===== src/rtl/regfile_wb_arbiter_if.sv =====
// Writeback request bundle: NREQ requesters offer (addr, data) under valid/ready.
// The master side is the requesters; the slave side is the arbiter.
interface regfile_wb_arbiter_if #(
  parameter int unsigned NREQ   = 2,
  parameter int unsigned DATA_W = 64,
  parameter int unsigned ADDR_W = 5
);
  logic [NREQ-1:0]        req_valid;
  logic [NREQ-1:0]        req_ready;
  logic [NREQ*ADDR_W-1:0] req_wa;
  logic [NREQ*DATA_W-1:0] req_wd;

  modport master (
    output req_valid,
    output req_wa,
    output req_wd,
    input  req_ready
  );

  modport slave (
    input  req_valid,
    input  req_wa,
    input  req_wd,
    output req_ready
  );
endinterface


===== src/rtl/regfile_wb_arbiter.sv =====
// Arbitrates NREQ writeback requesters onto the single regfile write port.
// WB_ARB_RR_EN selects round-robin; default build is fixed priority (index 0 highest).
module regfile_wb_arbiter #(
  parameter int unsigned NREQ   = 2,
  parameter int unsigned DATA_W = 64,
  parameter int unsigned ADDR_W = 5,
  parameter int unsigned CNT_W  = 16
) (
  input  logic                     i_clk,
  input  logic                     i_rst,
  regfile_wb_arbiter_if.slave      bus,
  output logic                     o_rf_we,
  output logic [ADDR_W-1:0]        o_rf_wa,
  output logic [DATA_W-1:0]        o_rf_wd,
  output logic [$clog2(NREQ)-1:0]  o_grant_id,
  output logic [CNT_W-1:0]         o_conflict_cnt
);

  localparam int unsigned ID_W = $clog2(NREQ);

  logic              r_rf_we;
  logic [ADDR_W-1:0] r_rf_wa;
  logic [DATA_W-1:0] r_rf_wd;
  logic [ID_W-1:0]   r_grant_id;
  logic [CNT_W-1:0]  r_conflict_cnt;

  logic [NREQ-1:0]   w_ready;
  logic [ID_W-1:0]   w_gnt_idx;
  logic [ID_W-1:0]   w_cand;
  logic              w_gnt_any;
  logic              w_xfer;
  logic              w_conflict;
  logic [ADDR_W-1:0] w_wa;
  logic [DATA_W-1:0] w_wd;

`ifdef WB_ARB_RR_EN
  logic [ID_W-1:0]   r_rr_ptr;
`endif

  // First valid requester found, searching from the current highest-priority index.
  always_comb begin
    w_gnt_any = 1'b0;
    w_gnt_idx = '0;
    w_cand    = '0;
    for (int unsigned k = 0; k < NREQ; k++) begin
`ifdef WB_ARB_RR_EN
      w_cand = ID_W'((k + 32'(r_rr_ptr)) % NREQ);
`else
      w_cand = ID_W'(k);
`endif
      if (!w_gnt_any && bus.req_valid[w_cand]) begin
        w_gnt_any = 1'b1;
        w_gnt_idx = w_cand;
      end
    end
  end

  // Reset gates ready so nothing is consumed while the block is held.
  assign w_xfer = w_gnt_any & ~i_rst;

  always_comb begin
    w_ready = '0;
    if (w_xfer) begin
      w_ready[w_gnt_idx] = 1'b1;
    end
  end

  assign bus.req_ready = w_ready;
  assign w_wa          = bus.req_wa[32'(w_gnt_idx) * ADDR_W +: ADDR_W];
  assign w_wd          = bus.req_wd[32'(w_gnt_idx) * DATA_W +: DATA_W];
  assign w_conflict    = ($countones(bus.req_valid) >= 2);

  always_ff @(posedge i_clk or posedge i_rst) begin
    if (i_rst) begin
      r_rf_we        <= 1'b0;
      r_rf_wa        <= '0;
      r_rf_wd        <= '0;
      r_grant_id     <= '0;
      r_conflict_cnt <= '0;
    end else begin
      r_rf_we <= 1'b0;
      if (w_xfer) begin
        // x0 writes complete the handshake but never assert the regfile enable.
        r_rf_we    <= (w_wa != '0);
        r_rf_wa    <= w_wa;
        r_rf_wd    <= w_wd;
        r_grant_id <= w_gnt_idx;
      end
      if (w_conflict && (r_conflict_cnt != '1)) begin
        r_conflict_cnt <= r_conflict_cnt + CNT_W'(1);
      end
    end
  end

`ifdef WB_ARB_RR_EN
  always_ff @(posedge i_clk or posedge i_rst) begin
    if (i_rst) begin
      r_rr_ptr <= '0;
    end else if (w_xfer) begin
      r_rr_ptr <= (32'(w_gnt_idx) == NREQ - 1) ? '0 : w_gnt_idx + ID_W'(1);
    end
  end
`endif

  assign o_rf_we        = r_rf_we;
  assign o_rf_wa        = r_rf_wa;
  assign o_rf_wd        = r_rf_wd;
  assign o_grant_id     = r_grant_id;
  assign o_conflict_cnt = r_conflict_cnt;

endmodule


===== src/flat_wrapper.sv =====
// flat-port wrapper written by rule: the top's interface ports become plain ports
module regfile_wb_arbiter_flat 
#(
  parameter int unsigned NREQ   = 2,
  parameter int unsigned DATA_W = 64,
  parameter int unsigned ADDR_W = 5,
  parameter int unsigned CNT_W  = 16
)
  (i_clk, i_rst, o_rf_we, o_rf_wa, o_rf_wd, o_grant_id, o_conflict_cnt, bus_req_valid, bus_req_wa, bus_req_wd, bus_req_ready);
  regfile_wb_arbiter_if #(.NREQ(NREQ), .DATA_W(DATA_W), .ADDR_W(ADDR_W)) bus_i ();
  input  logic i_clk;
  input  logic i_rst;
  output logic o_rf_we;
  output logic [ADDR_W-1:0] o_rf_wa;
  output logic [DATA_W-1:0] o_rf_wd;
  output logic [$clog2(NREQ)-1:0] o_grant_id;
  output logic [CNT_W-1:0] o_conflict_cnt;
  input wire logic [$bits(bus_i.req_valid)-1:0] bus_req_valid;
  input wire logic [$bits(bus_i.req_wa)-1:0] bus_req_wa;
  input wire logic [$bits(bus_i.req_wd)-1:0] bus_req_wd;
  output wire logic [$bits(bus_i.req_ready)-1:0] bus_req_ready;
  assign bus_i.req_valid = bus_req_valid;
  assign bus_i.req_wa = bus_req_wa;
  assign bus_i.req_wd = bus_req_wd;
  assign bus_req_ready = bus_i.req_ready;
  regfile_wb_arbiter #(.NREQ(NREQ), .DATA_W(DATA_W), .ADDR_W(ADDR_W), .CNT_W(CNT_W)) u_core (.i_clk(i_clk), .i_rst(i_rst), .bus(bus_i), .o_rf_we(o_rf_we), .o_rf_wa(o_rf_wa), .o_rf_wd(o_rf_wd), .o_grant_id(o_grant_id), .o_conflict_cnt(o_conflict_cnt));
endmodule

===== config.mk =====
export PLATFORM = sky130hd
export DESIGN_NAME = regfile_wb_arbiter_flat
export DESIGN_NICKNAME = d
export VERILOG_FILES = /design/src/rtl/regfile_wb_arbiter_if.sv /design/src/rtl/regfile_wb_arbiter.sv /design/src/flat_wrapper.sv
export SDC_FILE = /design/constraint.sdc
export NUM_CORES = 1
export LEC_CHECK = 0
export CORE_UTILIZATION = 40
export DETAILED_ROUTE_END_ITERATION = 8
export PLACE_DENSITY = 0.9
export REMOVE_ABC_BUFFERS = 1
export SLEW_MARGIN = 20
export SYNTH_ARGS = -nofsm -noshare
export SYNTH_HDL_FRONTEND = slang
export SYNTH_SLANG_ARGS = --single-unit

===== constraint.sdc =====
create_clock -name i_clk -period 11.8 [get_ports i_clk]
set_clock_uncertainty 0.1 [all_clocks]
set_input_delay 2.36 -clock i_clk [delete_from_list [all_inputs] [get_ports i_clk]]
set_output_delay 2.36 -clock i_clk [all_outputs]
set_load 0.005 [all_outputs]

-- After elaboration in Yosys (flattened, before gate mapping)
Index checks and enable logic that the tools add are counted.
- register bits: 87
- bits in latches: 0
- bits in writable memories: 0
- bits in read-only memories: 0
- output and inout bits: 89
- memories: 0
- add/sub/neg operators: 2
- $mul: 1
- divide/modulo/power cells: 0
- $lt $le $gt $ge: 3
- equal/unequal tests: 1
- shifts and indexed selects: 2
- multiplexer cells: 7
- bitwise gates (word level): 2
- reduce and logical (&&, ||, !) cells: 5
- operator list (kind ; number):
    128-bit by 8-bit variable part select with 64-bit output ; 1
    32-bit by 3-bit >= comparator with 1-bit output (second input constant) ; 1
    16-bit by 1-bit adder with 16-bit output (second input constant) ; 1
    16-bit != test (second input constant) ; 1
    10-bit by 5-bit variable part select with 5-bit output ; 1
    1-bit 2-to-1 mux ; 5
    5-bit nonzero test ; 1
    1-bit by 3-bit multiplier with 4-bit output (second input constant) ; 1
    1-bit logical AND ; 3
    1-bit by 1-bit adder with 2-bit output ; 1
    1-bit by 2-bit less-than comparator with 1-bit output (second input constant) ; 1
    2-bit 2-to-1 mux ; 1
    1-bit bitwise AND ; 1
    1-bit demux with 1-bit select ; 1
    1-bit >= comparator (second input constant) ; 1
    1-bit zero test ; 1
    1-bit inverter ; 1

-- Depth between registers and ports, before layout
- depth after elaboration: 9
- depth in mapped cells: 7
- gate-level depth less buffers: 4

-- Worst setup path after synthesis
Ideal clock, no wire load.
- kind: input to output
- start point: in i_rst
- end point: out bus_req_ready[1]
- arrival time: 4.674 ns
- setup slack: 4.666 ns
- stages on the path: 3
- cell sequence: buf_2 > inv_1 > and2_1
- word-level cells in the longest chain between the ends: 3
- ends and longest elaborated chain (element ; line ; RTL):
    start, declared ; flat_wrapper.sv:12 ; input logic i_rst;
    1-bit inverter ; regfile_wb_arbiter.sv:59 ; assign w_xfer = w_gnt_any & ~i_rst;
    1-bit bitwise AND ; regfile_wb_arbiter.sv:59 ;
    2-bit 2-to-1 mux ; regfile_wb_arbiter.sv:63 ; if (w_xfer) begin
    end, declared ; flat_wrapper.sv:21 ; output wire logic [$bits(bus_i.req_ready)-1:0] bus_req_ready;
No other way between the ends.

-- Worst setup path after layout
Ends and elaborated chain as after synthesis.

==> results.md <==
- Initial DRC Count: 214
- Global-route wire length before repair: 21,900 um
- Arrival @ worst endpoint: 4.23 ns
- CP endpoint kind: primary output
- Placed instance count: 782
- Crit path required time: 9.34 ns
- Area contributors post-synth: dfrtp_1, a22oi_1, o21ai_0, nor2b_1, a21oi_1
- Largest net degree at the start of global routing: 76
- Die Ht: 105 um
- CP Launch Type: input pin
- Internal power: 602 uW
- CTS Buf Count: 9
- Part of the power in the clock network: 25.8%
- Final hold viol count: 0
- Hold Buf Count CTS: 0
- DPL Wire Length: 9820 um
- Via count: 4,442
- R2r setup slk: 9.88 ns
- WL final: 13,600 um
- Pwr per Cell Area: 124 nW/um^2
- Area delta synth->final: 60.4%
- Cell area after synthesis: 4250 um^2
- Root Buffer: clkbuf_8
- Initial antenna violation count: 0
- DIE WIDTH: 105 um
- CTS clk-pin slew, worst paths: 0.09 ns
- Min-Delay Path Class: flip-flop to flip-flop
- Layout Nets: 800
- Commonest cells in the netlist: dfrtp_1, a22oi_1, o21ai_0
- Clock Path Buffers: 2
- Fin. max-slew vios: 0
- Die ar.: 11,100 um^2
- DRC: 0
- Gate power share: 29.2%
- H-tree levels: 3
- Clock Latency Late Sink: 0.35 ns
- Status: finished clean
- Post-synth EDFFs: 0
- Port bufs: 230
- Syn Area/Cell: 9.45 um^2
- CTS tree: built
- Num ports: 231
- CP peak stage delay: 0.58 ns
- Setup WS pre-CTS: 5.16 ns
- Total GRT Usage: 25.1%
- CP max FO: 73
- Post-synth top area cell: dfrtp_1
- Final worst path period share: 56.7%
- PostCTS Resize Cnt: 0
- Clk sinks: 87
- Final Wtd Congestion: 0.821
- Final setup fails: 0
- Syn Inst Count: 450
- Async S/R FF share, synth: 100%
- Layout Cells excl Fill: 798
- Most frequent cell after synthesis: dfrtp_1
- P_sw: 241 uW
- Sw frac: 28.6%
- N_diodes: 0
- RSZ-0062 raised after global routing: false
- Fin area: 6820 um^2
- DRT Pass-1 Iters: 5
- FP Rows: 37
- Setup TNS: 0 ns
- Synth top area share: 51.2%
- Share of cells above drive strength 1: 5.14%
- Register bit total from synthesis: 87
- Sequential element share of the synthesized area: 51.2%
- Post-CTS setup buffers: 0
- Vias in the first global route: 4,480
- Yosys cell types: 33
- Max Cap Viol: 0
- Period minus WS final: 6.69 ns
- Crit Path Category: input pin to primary output
- Max-Slew Margin vs Limit: 36.6%
- Worst vdd ir: 0.0000707 V
- Core box area: 10,300 um^2
- Antenna viol nets, final: 0
- Leak Pwr: 0.00273 uW
- Slowest CP cell: buf_4
- Fillers: 793
- Placed instance area: 6600 um^2
- Routed len/inst: 17.1 um
- Worst slew pin tran: 0.949 ns
- Ys flop type: dfrtp_1
- Initial core utilization: 41.2%
- Synth Warn #: 0
- Vias per std cell: 5.57
- Worst path cell trace: buf_2 -> buf_4 -> inv_4 -> and2_1 -> clkdlybuf4s50_1
- Flop pwr share: 45.0%
- Fmax: 150 MHz
- Remaining Overflow, GRT: 0
- Post-route setup slack: 5.11 ns
-- power groups by stage --
| stage | clock, uW | sequential (uW) | combinational [uW] |
|---|---|---|---|
| final | 217 | 380 | 247 |
| after global routing | 236 | 386 | 269 |
| after CTS | 224 | 379 | 248 |
| after detailed placement | 0 | 384 | 247 |
| after global placement | 0 | 382 | 240 |
| after floorplan | 0 | 381 | 76.0 |
-- state kept, by name, summed over array words and instances (netlist names) --
signal / cells
u_core.o_rf_wd: 64
u_core.o_conflict_cnt: 16
u_core.o_rf_wa: 5
u_core.o_grant_id: 1
u_core.o_rf_we: 1
-- cells in the final DEF (no fill, tap or decap), types with 2 or more instances in the layout --
cell type	count
a21oi_1	48
a22oi_1	69
a31oi_1	5
a41oi_1	2
and2_1	4
and3_1	5
and4_1	2
buf_2	3
buf_4	6
clkbuf_8	10
clkdlybuf4s50_1	227
dfrtp_1	87
inv_1	3
inv_6	4
mux2_2	3
nand2_1	36
nand2b_1	2
nand3_1	3
nand4_1	5
nor2_1	5
nor2b_1	39
nor2b_4	2
nor3_1	3
o21ai_0	64
o21ai_1	6
xnor2_1	3
xor2_1	4
-- layout make-up --
cell class,count,area [um^2],share of cell area (%)
repair buffers,236,2330,34.2
flip-flops and latches,87,2180,31.9
multi-input cells,319,1910,28.1
well taps,136,170,2.49
clock buffers,10,138,2.02
clock inverters,6,72.6,1.06
inverters,4,17.5,0.257
-- through the flow --
| step | hold slack [ns] | utilization (%) | total power (uW) |
|---|---|---|---|
| floorplan | 0.373 | - | 457 |
| global placement | 0.364 | 64.0 | 622 |
| detailed placement | 0.369 | 64.0 | 631 |
| CTS | 0.389 | 66.0 | 852 |
| global route | 0.416 | 66.1 | 891 |
| finish | 0.382 | 66.1 | 844 |
-- worst max-delay path: cells and delay by family --
family                 cells  cell delay (ns)
buffers and inverters      4             1.52
AND/OR/NAND/NOR            1             0.27
-- final timing paths --
check | from | to | depth (start not counted)
max reg2reg | u_core.o_conflict_cnt[1] | u_core.o_conflict_cnt[14] | 4
min in group asynchronous | i_rst | u_core.o_rf_wa[3] | 3
max | i_rst | bus_req_ready[1] | 5
min | u_core.o_rf_wd[50] | u_core.o_rf_wd[50] | 2
min reg2reg | u_core.o_rf_wd[50] | u_core.o_rf_wd[50] | 2
max in group asynchronous | i_rst | u_core.o_rf_wd[28] | 4
-- per-layer routing --
layer / routed length (um) / part of all wire, % / track usage (%)
met1: 5350 / 39 / 31.0
met2: 7060 / 52 / 43.4
met3: 857 / 6.3 / 4.49
met4: 367 / 2.7 / 10.2
met5: 0 / 0 / 0
-- cell families after synthesis --
group	count (synthesis)	share of synthesized area, %
XOR/XNOR	7	1.44
flip-flops	87	51.2
buffers and inverters	44	4.50
multiplexers	4	1.03
AND/OR/NAND/NOR	110	13.9
AO/OA/AOI/OAI	197	27.7
adder cells (fa/ha/maj)	1	0.294
Power figures use the tool's default switching activity.
